## src/rtl/alu8bit.sv

```systemverilog
`default_nettype none
// ============================================================================
// Module   : alu8bit
// Brief    : 8-bit unsigned ALU, single-cycle registered result and C/Z flags.
// Revision : 1.0 - initial release
// ============================================================================
module alu8bit (
    input  logic        clk,
    input  logic        rst_n,
    input  logic [2:0]  Opcode,
    input  logic [7:0]  Operand1,
    input  logic [7:0]  Operand2,
    output logic [15:0] Result,
    output logic        flagC,
    output logic        flagZ
);

    localparam logic [2:0] OP_ADD = 3'b000;
    localparam logic [2:0] OP_SUB = 3'b001;
    localparam logic [2:0] OP_MUL = 3'b010;
    localparam logic [2:0] OP_DIV = 3'b011;
    localparam logic [2:0] OP_AND = 3'b100;
    localparam logic [2:0] OP_OR  = 3'b101;
    localparam logic [2:0] OP_XOR = 3'b110;
    localparam logic [2:0] OP_NOT = 3'b111;

    logic [8:0]  sum;
    logic [7:0]  diff;
    logic [15:0] product;
    logic [7:0]  quot;
    logic [7:0]  rem;
    logic        div_by_zero;
    logic [15:0] next_result;
    logic        next_c;

    assign sum         = {1'b0, Operand1} + {1'b0, Operand2};
    assign diff        = Operand1 - Operand2;
    assign product     = {8'h00, Operand1} * {8'h00, Operand2};
    assign div_by_zero = (Operand2 == 8'h00);

    // Divider is purely combinational; the zero-divisor path never reaches it.
    always_comb begin
        quot = 8'hFF;
        rem  = 8'hFF;
        if (!div_by_zero) begin
            quot = Operand1 / Operand2;
            rem  = Operand1 % Operand2;
        end
    end

    always_comb begin
        next_result = 16'h0000;
        next_c      = 1'b0;
        case (Opcode)
            OP_ADD: begin
                next_result = {7'b0, sum};
                next_c      = sum[8];
            end
            OP_SUB: begin
                next_result = {8'h00, diff};
                next_c      = (Operand2 > Operand1);
            end
            OP_MUL: begin
                next_result = product;
                next_c      = (product[15:8] != 8'h00);
            end
            OP_DIV: begin
                next_result = {rem, quot};
                next_c      = div_by_zero;
            end
            OP_AND: next_result = {8'h00, Operand1 & Operand2};
            OP_OR:  next_result = {8'h00, Operand1 | Operand2};
            OP_XOR: next_result = {8'h00, Operand1 ^ Operand2};
            OP_NOT: next_result = {8'h00, ~Operand1};
            default: begin
                next_result = 16'h0000;
                next_c      = 1'b0;
            end
        endcase
    end

    always_ff @(posedge clk or negedge rst_n) begin
        if (!rst_n) begin
            Result <= 16'h0000;
            flagC  <= 1'b0;
            flagZ  <= 1'b1;
        end else begin
            Result <= next_result;
            flagC  <= next_c;
            flagZ  <= (next_result == 16'h0000);
        end
    end

endmodule
`default_nettype wire

```

## config.mk

```make
export PLATFORM = sky130hd
export DESIGN_NAME = alu8bit
export DESIGN_NICKNAME = d
export VERILOG_FILES = /design/src/rtl/alu8bit.sv
export SDC_FILE = /design/constraint.sdc
export NUM_CORES = 1
export LEC_CHECK = 0
export BUFFER_PORTS_ARGS = -buffer_cell sky130_fd_sc_hd__buf_2
export CAP_MARGIN = 10
export CORE_ASPECT_RATIO = 0.5
export CORE_UTILIZATION = 55
export DETAILED_ROUTE_END_ITERATION = 16
export PLACE_DENSITY = 0.79
export SKIP_LAST_GASP = 1
export SLEW_MARGIN = 20
export SYNTH_ARGS = -nofsm -noshare
export SYNTH_HDL_FRONTEND = slang
export SYNTH_SLANG_ARGS = --single-unit
```

## constraint.sdc

```tcl
create_clock -name clk -period 0.8 [get_ports clk]
set_input_delay 0 -clock clk [delete_from_list [all_inputs] [get_ports clk]]
set_output_delay 0 -clock clk [all_outputs]
set_load 0.02 [all_outputs]
```

==> results of run 1 <==
==> cells by family after synthesis <==
family / count (synthesis)
AO/OA/AOI/OAI: 203
adder cells (fa/ha/maj): 138
XOR/XNOR: 33
buffers and inverters: 115
AND/OR/NAND/NOR: 232
flip-flops: 18
multiplexers: 16
==> cell usage after synthesis, drive strengths merged, types with 4 or more instances <==
master	number
a221oi	5
or2	4
dfrtp	17
xor2	11
nor2	69
nor3	22
xnor2	22
o21ai	47
a31oi	7
nor4	4
and3	5
or4	4
a211oi	14
fa	39
nand2	72
o31ai	4
nand2b	9
mux2i	12
o21a	12
a21oi	41
nand3	10
o21bai	4
nand4	6
a31o	4
buf	8
or3	6
o22ai	4
ha	99
clkbuf	20
a21o	13
o211ai	8
nor2b	4
o221ai	5
inv	85
==> through the flow <==
| step | cell area [µm²] | utilization (%) |
|---|---|---|
| CTS | 9610 | 92.3 |
| detailed placement | 8450 | 81.2 |
| global placement | 8450 | 81.2 |
| floorplan | 6340 | - |
==> what timing repair did <==
item,in CTS
resized for setup,113
pin swaps,70
hold endpoints to repair,18
hold buffers,1
cloned,2
buffers inserted,69
setup endpoints to repair,19
==> reports/metrics.csv, run 1 <==
stage,metric,value,unit
synthesis,Compound-Gate Fraction of Synth Area,23.9,%
placement,Final HPWL DP,18600,µm
outcome,status,stopped before the end,
placement,Placed Instances,1156,
outcome,Failed at,global routing,
synthesis,post-synth top area share,20.7,%
clock_network,clk buf depth,2,
die,boundary pin count,39,
synthesis,Post-Syn Nets,914,
synthesis,synth top area cells,"ha_1 21%, fa_1 13%, dfrtp_1 7.1%",
synthesis,dominant cell type by area after synthesis,ha_1,
placement,GP Congestion,1.02,
synthesis,"Cell Area, Synth",6000,µm²
clock_network,CTS Root Cell,clkbuf_16,
synthesis,simple-gate share of the synthesized area,18.8,%
clock_network,Num CTS Buffers,3,
synthesis,Synth Area in XOR/XNOR,4.82,%
sta,worst endpoint after global-route timing repair,flagZ$_DFF_PN1_/D,
synthesis,mux share of post-synthesis cell area,3.15,%
clock_network,clock tree sinks,18,
sta,Worst EP kind,register input,
synthesis,warnings from Yosys,0,
die,die height,75.8,µm
clock_network,htree depth,1,
placement,Port Buf Inserts,38,
synthesis,"FF+latch count, synth",18,
die,Initial Util,57.6,%
synthesis,largest family of logic cells by synthesized area,adder cells,
synthesis,number of library cell types mapped by synthesis,95,
outcome,First Err,"[ERROR DPL-0038] Utilization greater than 100%, impossible to legalize",
placement,DP Worst Slack,-9.70,ns
synthesis,syn avg cell area,7.94,µm²
synthesis,fraction of registers with async set or reset after synthesis,100,%
die,Die Wd,150,µm
synthesis,number of cells produced by synthesis,755,
synthesis,Post-Synth Adder-Cell Area,33.7,%
die,# rows,26,
synthesis,commonest register cell after synthesis,dfrtp_1,
global_routing,largest net degree at the start of global routing,19,
synthesis,post-synthesis sequential area ratio,7.53,%
synthesis,Post-synth EDFFs,0,
==> run 2: changes to the inputs <==
--- a/config.mk
+++ b/config.mk
@@ -7,10 +7,9 @@
 export LEC_CHECK = 0
 export BUFFER_PORTS_ARGS = -buffer_cell sky130_fd_sc_hd__buf_2
 export CAP_MARGIN = 10
-export CORE_ASPECT_RATIO = 0.5
-export CORE_UTILIZATION = 55
+export CORE_UTILIZATION = 40
 export DETAILED_ROUTE_END_ITERATION = 16
-export PLACE_DENSITY = 0.79
+export PLACE_DENSITY_LB_ADDON = 0.15
 export SKIP_LAST_GASP = 1
 export SLEW_MARGIN = 20
 export SYNTH_ARGS = -nofsm -noshare
==> constraint.sdc (replaced) <==
create_clock -name clk -period 1 [get_ports clk]
set_input_delay 0 -clock clk [delete_from_list [all_inputs] [get_ports clk]]
set_output_delay 0 -clock clk [all_outputs]
set_load 0.02 [all_outputs]
==> reports/metrics.csv, run 2 <==
stage,metric,value,unit
die,die height,124,µm
sta,final critical-path share of the clock period,986,%
finish,Largest register FFs,16,
critical_path,Critical Path Sink Type,flip-flop,
sta,Fin. Hold Viols,0,
die,# rows,44,
detailed_routing,Final ANT Viol Nets,0,
power_and_ir_drop,PD cells,1540,nW/µm²
synthesis,"Cell Area, Synth",6000,µm²
sta,Worst Hold Slack,0.214,ns
critical_path,Slowest cell on crit path,or4_4,
sta,Worst-Margin Slew,0.533,ns
finish,Largest Register,Result,
synthesis,dominant cell type by area after synthesis,ha_1,
die,Initial Util,41.1,%
detailed_routing,WL/cell,19.3,µm
detailed_routing,Initial DRC Count,458,
critical_path,Buf/Inv on CP,6,
finish,Top Registers,"Result (16), flagC (1), flagZ (1)",
critical_path,Crit path max-delay family,compound AO/OA/AOI/OAI gates,
synthesis,commonest register cell after synthesis,dfrtp_1,
clock_network,clk buf depth,2,
outcome,status,finished with violations,
clock_network,CTS clock-pin slew for the worst setup and hold paths,0.05,ns
clock_network,TritonCTS clock tree,built,
global_routing,number of global-route vias before repair,7209,
critical_path,Worst EP required,1.16,ns
critical_path,Worst path max stage delay,0.47,ns
finish,Antenna diodes,0,
detailed_routing,first drt pass iteration count,5,
power_and_ir_drop,Lkg Pwr,0.00488,µW
synthesis,post-synthesis sequential area ratio,7.53,%
detailed_routing,drt via density,5.55,
synthesis,fraction of registers with async set or reset after synthesis,100,%
critical_path,CP max FO,6,
finish,post-route cell area,9970,µm²
synthesis,warnings from Yosys,0,
synthesis,number of library cell types mapped by synthesis,95,
critical_path,Worst setup SP type,input port,
die,DIE AREA,15500,µm²
global_routing,overall global routing resource usage,30.9,%
die,Core ar.,14600,µm²
synthesis,Post-Syn Nets,914,
sta,Fmax achieved,101,MHz
global_routing,first-pass GRT wire length,38200,µm
sta,final worst setup slack,-8.86,ns
sta,final critical-path required period,9.86,ns
finish,# nets final,1258,
critical_path,CP arrival,10.02,ns
placement,DP Area,8580,µm²
power_and_ir_drop,worst vdd ir,1.19,mV
detailed_routing,DRC Markers,0,
clock_network,htree depth,1,
finish,fraction of layout cells with a size suffix above 1,49.9,%
detailed_routing,Routed WL,24700,µm
synthesis,Post-synth EDFFs,0,
sta,Final Max Slew Viols,0,
finish,"commonest non-fill, non-tap cell in the layout",buf_4,
synthesis,"FF+latch count, synth",18,
sta,RSZ-0062 raised after global routing,yes,
min_path,Hold Crit Class,in2async,
global_routing,antenna violations before repair,0,
sta,final setup vio count,18,
die,boundary pin count,39,
synthesis,synth top area cells,"ha_1 21%, fa_1 13%, dfrtp_1 7.1%",
synthesis,number of cells produced by synthesis,755,
outcome,failing checks,negative setup slack,
job,maxcap violations,0,
synthesis,top-count cell post-synth,ha_1,
synthesis,most frequent cells after synthesis,"99 x ha_1, 85 x inv_1, 71 x nand2_1",
global_routing,remaining global-route overflow,0,
global_routing,largest net degree at the start of global routing,19,
synthesis,post-synth top area share,20.7,%
placement,Final HPWL DP,19400,µm
clock_network,CTS Root Cell,clkbuf_16,
critical_path,crit-path most repeated cell,ha_4,
clock_network,clock tree sinks,18,
finish,most frequent cells in the layout,"300 x buf_4, 73 x inv_1, 73 x ha_1",
sta,Relative slew margins,64.2,%
critical_path,critical path class,in2reg,
synthesis,syn avg cell area,7.94,µm²
clock_network,Num CTS Buffers,3,
finish,Area Growth Syn to Fin,66.2,%
placement,GP Congestion,0.983,
die,Die Wd,124,µm
placement,Port Buf Inserts,38,
detailed_routing,DR vias,7117,
==> run 2: kinds of logic (layout without fill, tap and decap cells) <==
kind of cell,after synthesis,after routing,share of synthesized area [%]
and+or+nand+nor,232,232,18.8
AOI/OAI and AO/OA,203,203,23.9
adders and majority gates,138,138,33.7
buffers and inverters,115,458,8.16
xor gates and xnor gates,33,33,4.82
DFF,18,18,7.53
muxes,16,16,3.15
==> run 2: what timing repair did <==
item                                    4_1_cts  5_1_grt
hold endpoints to repair                     18        0
setup buffers                                30       37
hold buffers                                  1        0
endpoints found under the setup margin       18       18
pin swaps                                    40       97
gates resized for setup                      69      106
==> run 2: metrics by stage <==
| step | utilization, % | instances | total power, µW | TNS [ns] | worst slack (ns) |
|---|---|---|---|---|---|
| after detailed placement | 58.8 | 1217 | 12000 | -124.79 | -9.44 |
| after global routing | 68.3 | 1282 | 16400 | -122.79 | -9.31 |
| after floorplan | - | 755 | 6870 | -111.88 | -8.89 |
| after CTS | 63.3 | 1252 | 13800 | -112.96 | -8.52 |
| after global placement | 58.8 | 1217 | 11900 | -122.08 | -9.21 |
| final | 68.3 | 1282 | 15300 | -116.63 | -8.86 |
==> run 2: metal layers <==
layer	up-vias	GRT usage, %	part of all wire, %
li1	3371	-	-
met1	3441	41.4	43
met2	237	51.2	47
met3	68	3.26	5.6
met4	0	11.6	3.9
met5	-	0	0
==> run 2: worst paths after layout <==
path,from,to,slack (ns),cells past startpoint
worst max-delay path,Operand2[6],flagZ$_DFF_PN1_,-8.86,51
min in group clk,Opcode[1],Result[9]$_DFF_PN0_,0.42,5
max in group asynchronous,rst_n,flagZ$_DFF_PN1_,0.47,2
worst min-delay path,rst_n,Result[5]$_DFF_PN0_,0.21,2
==> run 2: final cells by class <==
| cell class | count | area (µm²) |
|---|---|---|
| flip-flops and latches | 18 | 452 |
| inverters | 87 | 342 |
| clock buffers | 4 | 88.8 |
| well taps | 184 | 230 |
| fillers | 1161 | 4620 |
| repair buffers | 367 | 2820 |
| multi-input cells | 622 | 6030 |
==> run 2: power by group <==
| part | leakage (µW) | internal (µW) | switching (µW) |
|---|---|---|---|
| Clock | 0.0000442 | 607 | 257 |
| Sequential | 0.000228 | 878 | 32.0 |
| Combinational | 0.00461 | 6970 | 6590 |
(Power assumes the default switching activity.)
==> run 3: changes to the inputs <==
--- a/config.mk
+++ b/config.mk
@@ -15,3 +15,4 @@
 export SYNTH_ARGS = -nofsm -noshare
 export SYNTH_HDL_FRONTEND = slang
 export SYNTH_SLANG_ARGS = --single-unit
+export TNS_END_PERCENT = 10
==> constraint.sdc (replaced) <==
create_clock -name clk -period 1 [get_ports clk]
set_input_delay 0 -clock clk [delete_from_list [all_inputs] [get_ports clk]]
set_output_delay 0 -clock clk [all_outputs]
set_load 0.005 [all_outputs]
==> reports/metrics.csv, run 3 (synthesis results as in run 2) <==
stage,metric,value,unit
job,maxcap violations,0,
critical_path,CP arrival,10.02,ns
critical_path,CP max FO,4,
global_routing,remaining global-route overflow,0,
die,Initial Util,41.1,%
finish,Largest register FFs,16,
critical_path,Buf/Inv on CP,7,
critical_path,Slowest cell on crit path,or4_4,
power_and_ir_drop,Lkg Pwr,0.00472,µW
critical_path,Critical Path Sink Type,flip-flop,
placement,DP Worst Slack,-9.43,ns
power_and_ir_drop,PD cells,1420,nW/µm²
finish,Antenna diodes,0,
clock_network,CTS Root Cell,clkbuf_16,
detailed_routing,first drt pass iteration count,5,
detailed_routing,WL/cell,19.0,µm
placement,Final HPWL DP,19400,µm
sta,Worst Hold Slack,0.200,ns
global_routing,number of global-route vias before repair,7064,
clock_network,htree depth,1,
sta,Fin. Hold Viols,0,
finish,"commonest non-fill, non-tap cell in the layout",buf_4,
power_and_ir_drop,Flop pwr share,6.9,%
global_routing,overall global routing resource usage,30.3,%
global_routing,first-pass GRT wire length,37300,µm
outcome,status,finished with violations,
finish,most frequent cells in the layout,"294 x buf_4, 85 x ha_1, 84 x inv_1",
power_and_ir_drop,Sw Pwr,5930,µW
min_path,Hold Crit Class,in2async,
placement,GP Congestion,0.943,
power_and_ir_drop,worst vdd ir,1.47,mV
power_and_ir_drop,switch share,44.7,%
finish,Largest Register,Result,
finish,Filler cells,1286,
die,die height,124,µm
detailed_routing,Routed WL,23900,µm
placement,Port Buf Inserts,38,
outcome,failing checks,negative setup slack,
finish,# nets final,1236,
sta,RSZ-0062 raised after global routing,yes,
detailed_routing,Initial DRC Count,465,
power_and_ir_drop,internal power,7330,µW
sta,final critical-path share of the clock period,986,%
detailed_routing,DRC Markers,0,
clock_network,clk buf depth,2,
detailed_routing,DR vias,6874,
detailed_routing,drt via density,5.46,
finish,Top Registers,"Result (16), flagC (1), flagZ (1)",
die,boundary pin count,39,
finish,Area Growth Syn to Fin,55.5,%
sta,Fmax achieved,101,MHz
finish,fraction of layout cells with a size suffix above 1,43.1,%
placement,Placed Instances,1219,
clock_network,clock tree sinks,18,
global_routing,largest net degree at the start of global routing,19,
die,# rows,44,
critical_path,Worst EP required,1.16,ns
global_routing,antenna violations before repair,0,
clock_network,Num CTS Buffers,3,
critical_path,critical path class,in2reg,
die,Die Wd,124,µm
sta,Relative slew margins,59.5,%
critical_path,Worst setup SP type,input port,
sta,final critical-path required period,9.86,ns
finish,Non-Filler Instances,1260,
power_and_ir_drop,power share of the clock group,6.5,%
die,DIE AREA,15500,µm²
sta,Final Max Slew Viols,0,
sta,final worst setup slack,-8.86,ns
power_and_ir_drop,Final Power,13300,µW
clock_network,CTS clock-pin slew for the worst setup and hold paths,0.05,ns
sta,final setup vio count,18,
sta,Worst-Margin Slew,0.605,ns
clock_network,TritonCTS clock tree,built,
power_and_ir_drop,power share of the combinational group,86.5,%
finish,post-route cell area,9330,µm²
die,Core ar.,14600,µm²
critical_path,Crit path max-delay family,compound AO/OA/AOI/OAI gates,
placement,DP Area,8490,µm²
critical_path,Worst path max stage delay,0.57,ns
detailed_routing,Final ANT Viol Nets,0,
run 3: changes by cell type in the layout (fill, tap and decap cells not counted), moves of 5 or more:
cell     before  now
buf_6        25   11
ha_1         73   85
ha_4         25   13
inv_1        73   84
o21ai_0      23   32
inv_2         9    1
a21oi_1      24   30
buf_4       300  294
nor2_1       61   67
a21oi_2      14    9
o21ai_2      13    8
run 3: repair_timing:
action,4_1_cts,5_1_grt
gates resized for setup,41,48
hold buffers,1,0
pin swaps,45,54
endpoints found under the setup margin,18,18
gates cloned,1,0
buffers inserted,18,17
hold endpoints to repair,18,0
run 3: area by class of cell:
cell class / count / area [µm²] / share of cell area (%)
Timing Repair Buffer: 344 / 2560 / 27.5
Sequential cell: 18 / 452 / 4.84
Inverter: 87 / 327 / 3.50
Tap cell: 184 / 230 / 2.47
Multi-Input combinational cell: 623 / 5670 / 60.8
Clock buffer: 4 / 88.8 / 0.953
run 3: power by group through the flow:
stage / sequential, µW / clock [µW] / combinational [µW]
after floorplan: 951 / 0 / 5320
after CTS: 917 / 875 / 10800
after detailed placement: 926 / 0 / 10300
final: 915 / 868 / 11500
after global routing: 931 / 917 / 12400
after global placement: 922 / 0 / 10100
run 3: final timing paths:
path,end,from,cells past startpoint,slack (ns)
setup / recovery,flagZ$_DFF_PN1_,Operand2[5],50,-8.86
min in group clk,Result[4]$_DFF_PN0_,Opcode[2],4,0.51
hold / removal,Result[2]$_DFF_PN0_,rst_n,2,0.20
max in group asynchronous,flagZ$_DFF_PN1_,rst_n,2,0.49
run 3: layer usage:
metal | wire length (µm) | up-vias | track usage [%]
met5 | 0 | - | 0
met4 | 736 | 0 | 9.07
met3 | 1230 | 40 | 4.47
met2 | 11500 | 177 | 52.1
met1 | 10400 | 3325 | 39.1
li1 | - | 3332 | -
run 3: through the flow:
stage / TNS [ns] / util (%)
2_1_floorplan: -113.68 / -
3_3_place_gp: -122.21 / 58.2
3_5_place_dp: -126.44 / 58.2
4_1_cts: -117.15 / 61.2
5_1_grt: -124.87 / 63.9
6_report: -119.78 / 63.9
==> run 4: changes to the inputs <==
--- a/config.mk
+++ b/config.mk
@@ -8,6 +8,7 @@
 export BUFFER_PORTS_ARGS = -buffer_cell sky130_fd_sc_hd__buf_2
 export CAP_MARGIN = 10
 export CORE_UTILIZATION = 40
+export CTS_BUF_LIST = sky130_fd_sc_hd__clkbuf_16
 export DETAILED_ROUTE_END_ITERATION = 16
 export PLACE_DENSITY_LB_ADDON = 0.15
 export SKIP_LAST_GASP = 1
==> constraint.sdc (replaced) <==
create_clock -name clk -period 1 [get_ports clk]
set_input_delay 0.3 -clock clk [delete_from_list [all_inputs] [get_ports clk]]
set_output_delay 0.3 -clock clk [all_outputs]
set_load 0.005 [all_outputs]
==> reports/metrics.csv, run 4 (synthesis results as in run 2) <==
stage,metric,value,unit
placement,DP Area,8430,µm²
finish,fraction of layout cells with a size suffix above 1,42.4,%
finish,# nets final,1231,
detailed_routing,DR vias,6926,
sta,Fmax achieved,97.0,MHz
job,maxcap violations,0,
global_routing,largest net degree at the start of global routing,19,
clock_network,htree depth,1,
outcome,failing checks,negative setup slack,
die,DIE AREA,15500,µm²
placement,Placed Instances,1212,
sta,Fin. Hold Viols,0,
detailed_routing,Initial DRC Count,470,
sta,RSZ-0062 raised after global routing,yes,
power_and_ir_drop,PD cells,1420,nW/µm²
outcome,status,finished with violations,
sta,Fin Setup TNS,-126.11,ns
critical_path,Worst EP required,1.16,ns
sta,Final Max Slew Viols,0,
finish,Largest register FFs,16,
die,boundary pin count,39,
die,Core ar.,14600,µm²
clock_network,CTS clock-pin slew for the worst setup and hold paths,0.05,ns
critical_path,crit-path most repeated cell,ha_4,
min_path,Hold Crit Class,in2async,
sta,final worst setup slack,-9.31,ns
finish,"commonest non-fill, non-tap cell in the layout",buf_4,
power_and_ir_drop,Lkg Pwr,0.00466,µW
global_routing,overall global routing resource usage,30.7,%
critical_path,critical path class,in2reg,
critical_path,Worst path max stage delay,0.57,ns
clock_network,TritonCTS clock tree,built,
finish,Area Growth Syn to Fin,53.3,%
critical_path,Critical Path Sink Type,flip-flop,
clock_network,CTS Root Cell,clkbuf_16,
detailed_routing,WL/cell,19.0,µm
detailed_routing,first drt pass iteration count,7,
finish,Antenna diodes,0,
global_routing,remaining global-route overflow,0,
finish,Largest Register,Result,
clock_network,clock tree sinks,18,
sta,Worst-Margin Slew,0.569,ns
critical_path,Worst setup SP type,input port,
global_routing,number of global-route vias before repair,7190,
die,die height,124,µm
finish,post-route cell area,9200,µm²
detailed_routing,DRC Markers,0,
finish,Top Registers,"Result (16), flagC (1), flagZ (1)",
placement,GP Congestion,0.946,
clock_network,clk buf depth,2,
sta,Worst Hold Slack,0.512,ns
critical_path,Slowest cell on crit path,or4_4,
power_and_ir_drop,worst vdd ir,1.37,mV
placement,Final HPWL DP,19300,µm
sta,final critical-path share of the clock period,1030,%
sta,Relative slew margins,61.8,%
detailed_routing,Final ANT Viol Nets,0,
global_routing,first-pass GRT wire length,37700,µm
die,Initial Util,41.1,%
clock_network,Num CTS Buffers,3,
critical_path,CP max FO,7,
sta,final setup vio count,36,
finish,most frequent cells in the layout,"296 x buf_4, 87 x ha_1, 84 x inv_1",
die,Die Wd,124,µm
placement,Port Buf Inserts,38,
detailed_routing,drt via density,5.52,
finish,Non-Filler Instances,1255,
die,# rows,44,
detailed_routing,Routed WL,23800,µm
global_routing,antenna violations before repair,0,
placement,DP Worst Slack,-9.76,ns
critical_path,CP arrival,10.47,ns
sta,final critical-path required period,10.31,ns
==> run 4: cell count changes in the layout (fill, tap and decap cells not counted), sizes merged <==
| cell | previous run | this run |
|---|---|---|
| a41o | 3 | 2 |
| clkinv | 2 | 3 |
| buf | 343 | 338 |
| a211oi | 14 | 15 |
| clkbuf | 4 | 3 |
==> run 4: final cells by class <==
cell class / instances / area [µm²]
repair buffers: 339 / 2480
clock inverters: 1 / 3.75
multi-input cells: 623 / 5620
fillers: 1267 / 5390
inverters: 87 / 327
clock buffers: 3 / 75.1
flip-flops and latches: 18 / 452
well taps: 184 / 230
==> run 4: through the flow <==
stage                     power, µW  util, %
after floorplan                6270        -
after global placement        11000     57.8
after detailed placement      11300     57.8
after CTS                     12800     61.9
after global routing          14100     63.0
final                         13000     63.0
==> run 4: worst max-delay path, delay by kind of cell <==
kind	cells	cell delay (ns)
adder cells (fa/ha/maj)	7	1.79
AO/OA/AOI/OAI	24	4.68
AND/OR/NAND/NOR	13	2.82
buffers and inverters	6	0.88
==> run 4: worst paths after layout <==
check | to | depth (start not counted) | slack (ns) | from
max in group asynchronous | flagZ$_DFF_PN1_ | 2 | 0.17 | rst_n
worst max-delay path | flagZ$_DFF_PN1_ | 50 | -9.31 | Operand2[7]
worst min-delay path | Result[3]$_DFF_PN0_ | 2 | 0.51 | rst_n
min in group clk | Result[10]$_DFF_PN0_ | 5 | 0.84 | Opcode[1]
==> run 4: power by group <==
group          internal, µW  leakage, µW  switching (µW)
Sequential              878     0.000228            36.8
Combinational          5680      0.00440            5670
Clock                   530    0.0000385             245
==> run 4: layer usage <==
layer | up-vias | track usage [%] | part of all wire (%)
li1 | 3320 | - | -
met1 | 3320 | 39.1 | 42
met2 | 241 | 53.6 | 48
met3 | 45 | 3.99 | 6.4
met4 | 0 | 9.00 | 3.4
met5 | - | 0 | 0
==> run 4: what timing repair did <==
item / CTS / global route
pin swaps: 37 / 28
cloned: 1 / 0
endpoints found under the hold margin: 17 / 0
buffers inserted: 26 / 12
hold buffers: 1 / 0
gates resized for setup: 53 / 15
endpoints found under the setup margin: 36 / 36
